`config.mk`:
```
export PLATFORM = sky130hd
export DESIGN_NAME = fp_mul_arbiter
export DESIGN_NICKNAME = d
export VERILOG_FILES = /design/src/rtl/fp_pkg.sv /design/src/rtl/rr_arbiter.sv /design/src/rtl/fp_mul_arbiter.sv
export SDC_FILE = /design/constraint.sdc
export NUM_CORES = 1
export LEC_CHECK = 0
export BUFFER_PORTS_ARGS = -buffer_cell sky130_fd_sc_hd__buf_4
export CORE_AREA = 2 2 155 157
export DETAILED_ROUTE_END_ITERATION = 10
export DIE_AREA = 0 0 157 159
export PLACE_DENSITY = 0.58
export SKIP_LAST_GASP = 1
export SLEW_MARGIN = 20
export SYNTH_ARGS = -nofsm -noshare
export SYNTH_HDL_FRONTEND = slang
export SYNTH_SLANG_ARGS = --single-unit
export TNS_END_PERCENT = 100
```
`constraint.sdc`:
```
create_clock -name clk -period 6.4 [get_ports clk]
set_input_delay 0.64 -clock clk [delete_from_list [all_inputs] [get_ports clk]]
set_output_delay 0.64 -clock clk [all_outputs]
set_load 0.05 [all_outputs]
```
`src/rtl/fp_pkg.sv`:
```
// Floating-point format presets and constants shared by the FP datapath blocks.
package fp_pkg;

  localparam int SP_PRECISION = 32;
  localparam int SP_EXPONENT  = 8;
  localparam int SP_FRACTION  = 23;

  localparam int DP_PRECISION = 64;
  localparam int DP_EXPONENT  = 11;
  localparam int DP_FRACTION  = 52;

  localparam logic [31:0] FP_ONE_32 = 32'h3F800000;
  localparam logic [63:0] FP_ZERO   = '0;

  typedef enum logic {
    FP_SINGLE = 1'b0,
    FP_DOUBLE = 1'b1
  } fp_fmt_e;

  function automatic int precision_of(input fp_fmt_e fmt);
    return (fmt == FP_DOUBLE) ? DP_PRECISION : SP_PRECISION;
  endfunction

endpackage

```
`src/rtl/rr_arbiter.sv`:
```
// Round-robin one-hot arbiter: combinational grant scanning upward from ptr+1.
// Pointer moves to the winner on a grant and holds otherwise; en low blocks all grants.
module rr_arbiter #(
  parameter int N     = 4,
  parameter int IDX_W = $clog2(N)
) (
  input  logic             clk,
  input  logic             reset,
  input  logic             en,
  input  logic [N-1:0]     req,
  output logic [N-1:0]     grant,
  output logic [IDX_W-1:0] grant_idx,
  output logic             grant_vld
);

  logic [IDX_W-1:0] ptr;
  logic [IDX_W-1:0] cand;
  int               pos;

  always_comb begin
    grant     = '0;
    grant_idx = '0;
    grant_vld = 1'b0;
    pos       = 0;
    cand      = '0;
    for (int k = 1; k <= N; k++) begin
      pos  = (int'(ptr) + k) % N;
      cand = pos[IDX_W-1:0];
      if (en && !grant_vld && req[cand]) begin
        grant[cand] = 1'b1;
        grant_idx   = cand;
        grant_vld   = 1'b1;
      end
    end
  end

  // Grant implies the request was set, so every grant is a transfer.
  always_ff @(posedge clk) begin
    if (reset) begin
      ptr <= IDX_W'(N - 1);
    end else if (grant_vld) begin
      ptr <= grant_idx;
    end
  end

endmodule

```
`src/rtl/fp_mul_arbiter.sv`:
```
// Shares one fixed-latency pipelined FP multiplier among N_REQ requesters, one grant per cycle.
// Handshake to response is 1+MUL_LATENCY cycles; responses cannot be back-pressured.
module fp_mul_arbiter
  import fp_pkg::*;
#(
  parameter int PRECISION   = SP_PRECISION,
  parameter int N_REQ       = 4,
  parameter int MUL_LATENCY = 2,
  parameter int IDX_W       = $clog2(N_REQ)
) (
  input  logic                          clk,
  input  logic                          reset,
  input  logic                          en,
  input  logic [N_REQ-1:0]              req_valid,
  output logic [N_REQ-1:0]              req_ready,
  input  logic [N_REQ*PRECISION-1:0]    req_a,
  input  logic [N_REQ*PRECISION-1:0]    req_b,
  output logic [PRECISION-1:0]          mul_a,
  output logic [PRECISION-1:0]          mul_b,
  input  logic [PRECISION-1:0]          mul_result,
  output logic [N_REQ-1:0]              rsp_valid,
  output logic [PRECISION-1:0]          rsp_data,
  output logic [IDX_W+MUL_LATENCY-1:0]  in_flight,
  output logic                          busy
);

  localparam int CNT_W = IDX_W + MUL_LATENCY;

  logic                   grant_vld;
  logic [IDX_W-1:0]       grant_idx;
  logic [MUL_LATENCY-1:0] trk_vld;
  logic [IDX_W-1:0]       trk_idx [MUL_LATENCY];
  logic                   ret_vld;

  rr_arbiter #(
    .N     (N_REQ),
    .IDX_W (IDX_W)
  ) u_rr_arbiter (
    .clk       (clk),
    .reset     (reset),
    .en        (en),
    .req       (req_valid),
    .grant     (req_ready),
    .grant_idx (grant_idx),
    .grant_vld (grant_vld)
  );

  assign ret_vld = |rsp_valid;

  // The tracker's last stage lines up one cycle ahead of mul_result, so rsp_valid
  // is registered from it to land in the same cycle as the product.
  always_ff @(posedge clk) begin
    if (reset) begin
      mul_a     <= FP_ZERO[PRECISION-1:0];
      mul_b     <= FP_ZERO[PRECISION-1:0];
      trk_vld   <= '0;
      rsp_valid <= '0;
      in_flight <= '0;
      for (int k = 0; k < MUL_LATENCY; k++) trk_idx[k] <= '0;
    end else begin
      if (grant_vld) begin
        mul_a <= req_a[grant_idx*PRECISION +: PRECISION];
        mul_b <= req_b[grant_idx*PRECISION +: PRECISION];
      end
      trk_vld[0] <= grant_vld;
      trk_idx[0] <= grant_idx;
      for (int k = 1; k < MUL_LATENCY; k++) begin
        trk_vld[k] <= trk_vld[k-1];
        trk_idx[k] <= trk_idx[k-1];
      end
      rsp_valid <= '0;
      if (trk_vld[MUL_LATENCY-1]) rsp_valid[trk_idx[MUL_LATENCY-1]] <= 1'b1;
      if (grant_vld && !ret_vld)      in_flight <= in_flight + CNT_W'(1);
      else if (!grant_vld && ret_vld) in_flight <= in_flight - CNT_W'(1);
    end
  end

  assign rsp_data = mul_result;
  assign busy     = (in_flight != '0);

endmodule
```
# After elaboration in Yosys (flattened, before gate mapping)
# Memories as Yosys holds them, arrays and structs flattened.
# Index checks and enable logic that the tools add are counted.
[word_totals]
regBits = 76
latch_bits = 0
mem_bits_rw = 4
rom_bits = 0
in_bits = 295
out_inout_bits = 109
elab_cells = 91
memories = 1
[classes]
n_addsub = 6
mul = 0
n_div = 0
order_cmp = 10
eq_ne = 0
n_shift = 2
muxes = 37
bitwise = 6
reduce_logical = 23
[memory_table]
columns = ["name", "depth", "word_bits", "rd", "rd_ports_with_merged_regs", "wr", "line", "text"]
rows = [
  ["trk_idx", 2, 2, 2, 0, 2, "fp_mul_arbiter.sv:32", "logic [IDX_W-1:0] trk_idx [MUL_LATENCY];"],
]
[ops]
columns = ["cell", "n"]
rows = [
  ["128-bit by 8-bit variable part select with 32-bit output", 2],
  ["4-bit two-way mux", 6],
  ["1-bit two-way mux", 16],
  ["2-bit by 3-bit < comparator with 1-bit output (second input constant)", 5],
  ["1-bit logical AND", 14],
  ["2-bit two-way mux", 6],
  ["4-bit bitwise OR", 3],
  ["1-bit demux with 2-bit select", 5],
  ["2-bit by 1-bit greater-or-equal comparator with 1-bit output (second input constant)", 5],
  ["1-bit binary-select mux with 2-bit select", 4],
  ["1-bit zero test", 5],
  ["2-bit by 1-bit adder with 2-bit output (second input constant)", 2],
  ["2-bit adder (second input constant)", 2],
  ["4-bit by 1-bit adder with 4-bit output (second input constant)", 1],
  ["4-bit nonzero test", 1],
  ["4-bit OR reduction", 1],
  ["4-bit by 1-bit subtractor with 4-bit output (second input constant)", 1],
  ["1-bit bitwise OR", 2],
  ["2-bit nonzero test", 1],
  ["2-bit OR reduction", 1],
  ["1-bit NOT", 1],
]

# Longest topological paths before layout
[logic_depth]
ltp_word = 21
mapped_depth = 16
depth_no_buf = 13

# Cells and area by module
# From an unflattened synthesis, not the netlist that was laid out.
[hier_totals]
hier_cells = 440
area_unflattened_um2 = 5168.7
[modules_own_cells]
columns = ["mod", "instances", "cells_per_inst", "area_per_inst_um2", "seq_area_each_um2"]
rows = [
  ["fp_mul_arbiter", 1, 365, 4545.6, 1561.5],
  ["rr_arbiter", 1, 75, 623.1, 40.0],
]

# Worst setup path after synthesis
# OpenSTA, ideal clock, no wires.
[synth_path]
kind = "register -> output"
startpoint = "register u_rr_arbiter.ptr[0]"
endpoint = "output req_ready[0]"
t_arrival_ps = 3298
required_time_ps = 5760
slack_ps = 2462
stages_incl_launch_ff = 10
path_cell_list = "dfxtp_1 buf_2 buf_2 inv_1 ha_1 buf_2 mux4_2 o31ai_2 nand3_1 o21ai_0"
[synth_between]
elab_chain_cells = 17
word_cells_on_any_way = 52
cone_classes = "add/sub: 4; order compare: 8; mux: 23; bitwise: 3; reduce/logical: 14"
[synth_lines]
columns = ["element", "line", "text"]
rows = [
  ["start, declared", "rr_arbiter.sv:16", "logic [IDX_W-1:0] ptr;"],
  ["start signal, assigned", "rr_arbiter.sv:40", "ptr <= IDX_W'(N - 1);"],
  ["start signal, assigned", "rr_arbiter.sv:42", "ptr <= grant_idx;"],
  ["branches (longest 16 deep; another with 2-bit by 3-bit < comparator with 1-bit output)", "--", ""],
  ["4-bit two-way mux *", "rr_arbiter.sv:29", "if (en && !grant_vld && req[cand]) begin"],
  ["end, declared", "fp_mul_arbiter.sv:15", "output logic [N_REQ-1:0] req_ready,"],
]
# Mark *: on every way between the ends. The select of a mux whose other input is x is not followed.

# Worst setup path after layout
[layout_path]
startpoint = "register u_rr_arbiter.ptr[0]"
endpoint = "register in_flight[3]"
[layout_between]
elab_chain_cells = 20
word_cells_on_any_way = 31
cone_classes = "add/sub: 4; mux: 13; reduce/logical: 14"
[layout_lines]
columns = ["element", "line", "text"]
rows = [
  ["2-bit by 1-bit adder with 2-bit output", "rr_arbiter.sv:27", "pos = (int'(ptr) + k) % N;"],
  ["1-bit binary-select mux with 2-bit select", "rr_arbiter.sv:29", ""],
  ["1-bit two-way mux (implied by the code)", "rr_arbiter.sv:29", ""],
  ["1-bit logical AND", "rr_arbiter.sv:29", ""],
  ["1-bit two-way mux", "rr_arbiter.sv:29", ""],
  ["1-bit zero test", "rr_arbiter.sv:29", ""],
  ["1-bit logical AND (2 in a row)", "rr_arbiter.sv:29", ""],
  ["1-bit two-way mux", "rr_arbiter.sv:29", ""],
  ["[3 not listed]", "--", ""],
  ["1-bit two-way mux", "rr_arbiter.sv:29", ""],
  ["1-bit zero test", "rr_arbiter.sv:29", ""],
  ["1-bit logical AND (2 in a row)", "rr_arbiter.sv:29", ""],
  ["1-bit two-way mux *", "rr_arbiter.sv:29", ""],
  ["net grant_vld", "fp_mul_arbiter.sv:29", "logic grant_vld;"],
  ["1-bit zero test", "fp_mul_arbiter.sv:74", "else if (!grant_vld && ret_vld) in_flight <= in_flight - CNT_W'(1);"],
  ["1-bit logical AND", "fp_mul_arbiter.sv:74", ""],
  ["2-bit nonzero test (no line)", "--", ""],
  ["end signal, assigned", "fp_mul_arbiter.sv:73", "if (grant_vld && !ret_vld) in_flight <= in_flight + CNT_W'(1);"],
  ["end signal, assigned", "fp_mul_arbiter.sv:74", ""],
  ["end, declared", "fp_mul_arbiter.sv:23", "output logic [IDX_W+MUL_LATENCY-1:0] in_flight,"],
]
# Mark *: on every way through the listed nets, which the timed path passes. The rest lies on a longest branch. The select of a mux whose other input is x is not followed.
# A chain may end at the register's enable or synchronous reset.

==> flow_summary.yaml <==
job:
  max_cap_viol_count: 0
synth:
  synth_edf_count: 0
  synth_compound_area_share_pct: 20.0
  synth_top_family_by_area: "multiplexers"
  synth_fp_nets: 819
  ys_types: 48
  synthMuxAreaShare_pct: 27.2
  synthSimpleGateAreaFrac_pct: 8.91
  synth_top_area_share_pct: 30.4
  synth-xor-area-share_pct: 0.499
  postSynth.asyncResetShare_pct: 0
  synthCells: 512
  synth_fa_ha_area_share_pct: 2.99
  synthesis.area_um2: 5270
  yosysTopAreaCell: "dfxtp_1"
  avgSynthCellArea_um2: 10.3
  synth-seq-cells: 80
  ys_seq_area_share_pct: 30.4
  synth_ff_type: "dfxtp_1"
  synthTopCellsByArea: "dfxtp_1 (30%), mux2i_1 (25%), o221ai_2 (14%), nand2_1 (5.1%), buf_4 (4.7%)"
  yosysWarnings: 0
cts:
  insertion_delay_ns: 0.34
  clockBufferDepth: 2
  cts_tree: "built"
  cts_root_buffer: "clkbuf_16"
  cts_resized: 0
  post_cts_buffers: 0
  htree_levels: 3
  cts_buffers: 9
  path_clk_slew_ns: 0.06
  cts_hold_buf: 0
  clock-sinks: 80
routing:
  ant_nets: 0
  drc_errors: 0
  routed_wl_mm: 18.4
  vias_per_cell: 4.52
  post_drt_wl_per_cell_um: 16.4
  num_vias: 5053
  firstDrtPassIters: 4
  drtIter0Drc: 197
power_and_ir_drop:
  combPwrFrac_pct: 62.2
  p_seq_share_pct: 22.5
  swShare_pct: 48.3
  p_switching_mw: 1.81
  p_int_mw: 1.94
  power_mw: 3.75
  p_leak_nw: 3.53
  peakVddDrop_uv: 159
  powerDensity_nw_per_um2: 461
  clkPwrFrac_pct: 15.3
sta:
  period_share_pct: 64.8
  skew_ns: 0.00821
  tightest_slew_ns: 0.839
  setup_slack_ns: 2.26
  fin_tns_setup_ns: 0
  hold_viol: 0
  drv_slew: 0
  relSlewSlack_pct: 44.1
  fmax_ghz: 0.241
  finalSetupViolCount: 0
  period_needed_ns: 4.14
  rsz0062_at_grt: "false"
grt:
  grt_max_degree: 66
  grt_pass1_wl_mm: 27.8
  grt_pass1_vias: 5134
  track_usage_pct: 14.3
  overflow: 0
  antenna_found_initial: 0
layout:
  final_cells: 1117
  utilization_pct: 35.1
  mostFrequentLayoutCell: "buf_4"
  nets: 1101
  drive_above_1_share_pct: 52.5
  layout_common_cells: "buf_4 (342), mux2i_1 (132), dfxtp_1 (80)"
  antenna_cells: 0
  n_fill_cell: 2357
  syn_to_final_growth_pct: 54.5
  seqCellArea_um2: 1600
  multiInputGateArea_um2: 3160
setup_path:
  crit_path_max_fanout: 18
  cp_cell_sequence: "inv_1 > ha_1 > mux4_2 > o31ai_2 > nand2_1 > ha_1 > inv_1 > ha_1 > a21o_1 > a21oi_1 > xnor2_1 > or3_1 > a21oi_1"
  r2r_start: "u_rr_arbiter.ptr[0]"
  rr_worst_depth: 13
  crit_arrival_ns: 4.42
  cpMaxStageDelayCell: "dfxtp_1"
  required_ns: 6.68
  r2r-end: "in_flight[3]"
  max_stage_delay_ns: 0.78
  cp-end-kind: "register"
  crit_type: "reg2reg"
  worstSetupStartpointType: "register"
  rrSetupSlack_ns: 2.26
  crit_top_cell: "ha_1"
floorplan:
  row_count: 56
  ios: 404
  die_h_um: 159
  chipWidth_um: 157
  core_um2: 23200
  start_util_pct: 22.7
  fp.dieArea_um2: 25000
placed_design:
  place_inst: 1101
  place_hpwl_mm: 14.1
  portBuffers: 339
  pre_cts_slack_ns: 2.27
  place_congestion: 0.783
hold_path:
  hold_end: "trk_idx[0][2]"
  min_path_type: "reg2reg"
  holdPathStages: 1
  hp-start: "trk_idx[0][0]"
status:
  run_status: "complete, no violations"
-- power groups by stage --
stage | Clock (mW) | Combinational [mW] | Sequential, mW
final | 0.575 | 2.33 | 0.845
after global routing | 0.620 | 2.47 | 0.874
after CTS | 0.598 | 2.35 | 0.847
after detailed placement | 0 | 2.35 | 0.851
after global placement | 0 | 2.34 | 0.849
after floorplan | 0 | 1.12 | 1.48
-- routing by layer --
| layer | GRT usage, % | vias to the layer above | routed length [um] |
|---|---|---|---|
| met5 | 0 | - | 0 |
| met3 | 4.57 | 27 | 1630 |
| li1 | - | 2462 | - |
| met4 | 5.55 | 0 | 472 |
| met2 | 24.4 | 254 | 8910 |
| met1 | 16.4 | 2310 | 7340 |
-- layout make-up --
cell class	count	share of cell area (%)
multi-input cells	349	38.8
repair buffers	345	32.3
flip-flops and latches	80	19.7
well taps	319	4.90
clock buffers	12	3.15
clock inverters	3	0.799
inverters	9	0.415
-- state kept, by name, summed over array words and instances (netlist names) --
register          flops
mul_a                32
trk_idx               4
trk_vld               2
rsp_valid             4
u_rr_arbiter.ptr      2
mul_b                32
in_flight             4
-- synthesized netlist by cell type, types with 5 or more instances --
library cell and count:
buf_2 22, nand2_1 72, mux2i_1 132, buf_6 8, dfxtp_1 80, o221ai_2 48
ha_1 11, nor2b_1 6, inv_1 8, clkbuf_1 8, buf_4 33, a21oi_1 5
nor2_1 9, o221ai_1 16, o21ai_0 9
-- worst max-delay path, delay by kind of cell (launching register included) --
| family | cells | cell delay, ns |
|---|---|---|
| fa+ha+maj | 3 | 1.07 |
| compound gates | 4 | 0.86 |
| flops | 1 | 0.78 |
| simple gates | 2 | 0.48 |
| mux | 1 | 0.44 |
| buf+inv | 2 | 0.37 |
| xor+xnor | 1 | 0.09 |
-- stage by stage --
step	cell area, um^2	hold WS, ns
floorplan	5270	0.414
global placement	7800	0.419
detailed placement	7800	0.425
CTS	8120	0.440
global route	8140	0.457
finish	8140	0.434
-- cells by family (layout without fill, tap and decap cells) --
| family | after synthesis | after routing |
|---|---|---|
| mux | 138 | 138 |
| fa+ha+maj | 12 | 12 |
| flops | 80 | 80 |
| buf+inv | 83 | 369 |
| xor+xnor | 3 | 3 |
| compound gates | 91 | 91 |
| simple gates | 105 | 105 |
-- worst max-delay path by stage --
stage | from | depth (start not counted) | slack (ns) | to
2_1_floorplan | u_rr_arbiter.ptr[0] | 9 | 2.46 | req_ready[0]
3_3_place_gp | u_rr_arbiter.ptr[0] | 13 | 2.39 | in_flight[3]
3_5_place_dp | u_rr_arbiter.ptr[0] | 13 | 2.27 | in_flight[3]
4_1_cts | u_rr_arbiter.ptr[0] | 13 | 2.24 | in_flight[3]
5_1_grt | u_rr_arbiter.ptr[0] | 13 | 1.80 | in_flight[3]
6_report | u_rr_arbiter.ptr[0] | 13 | 2.26 | in_flight[3]
(Power assumes the default switching activity.)
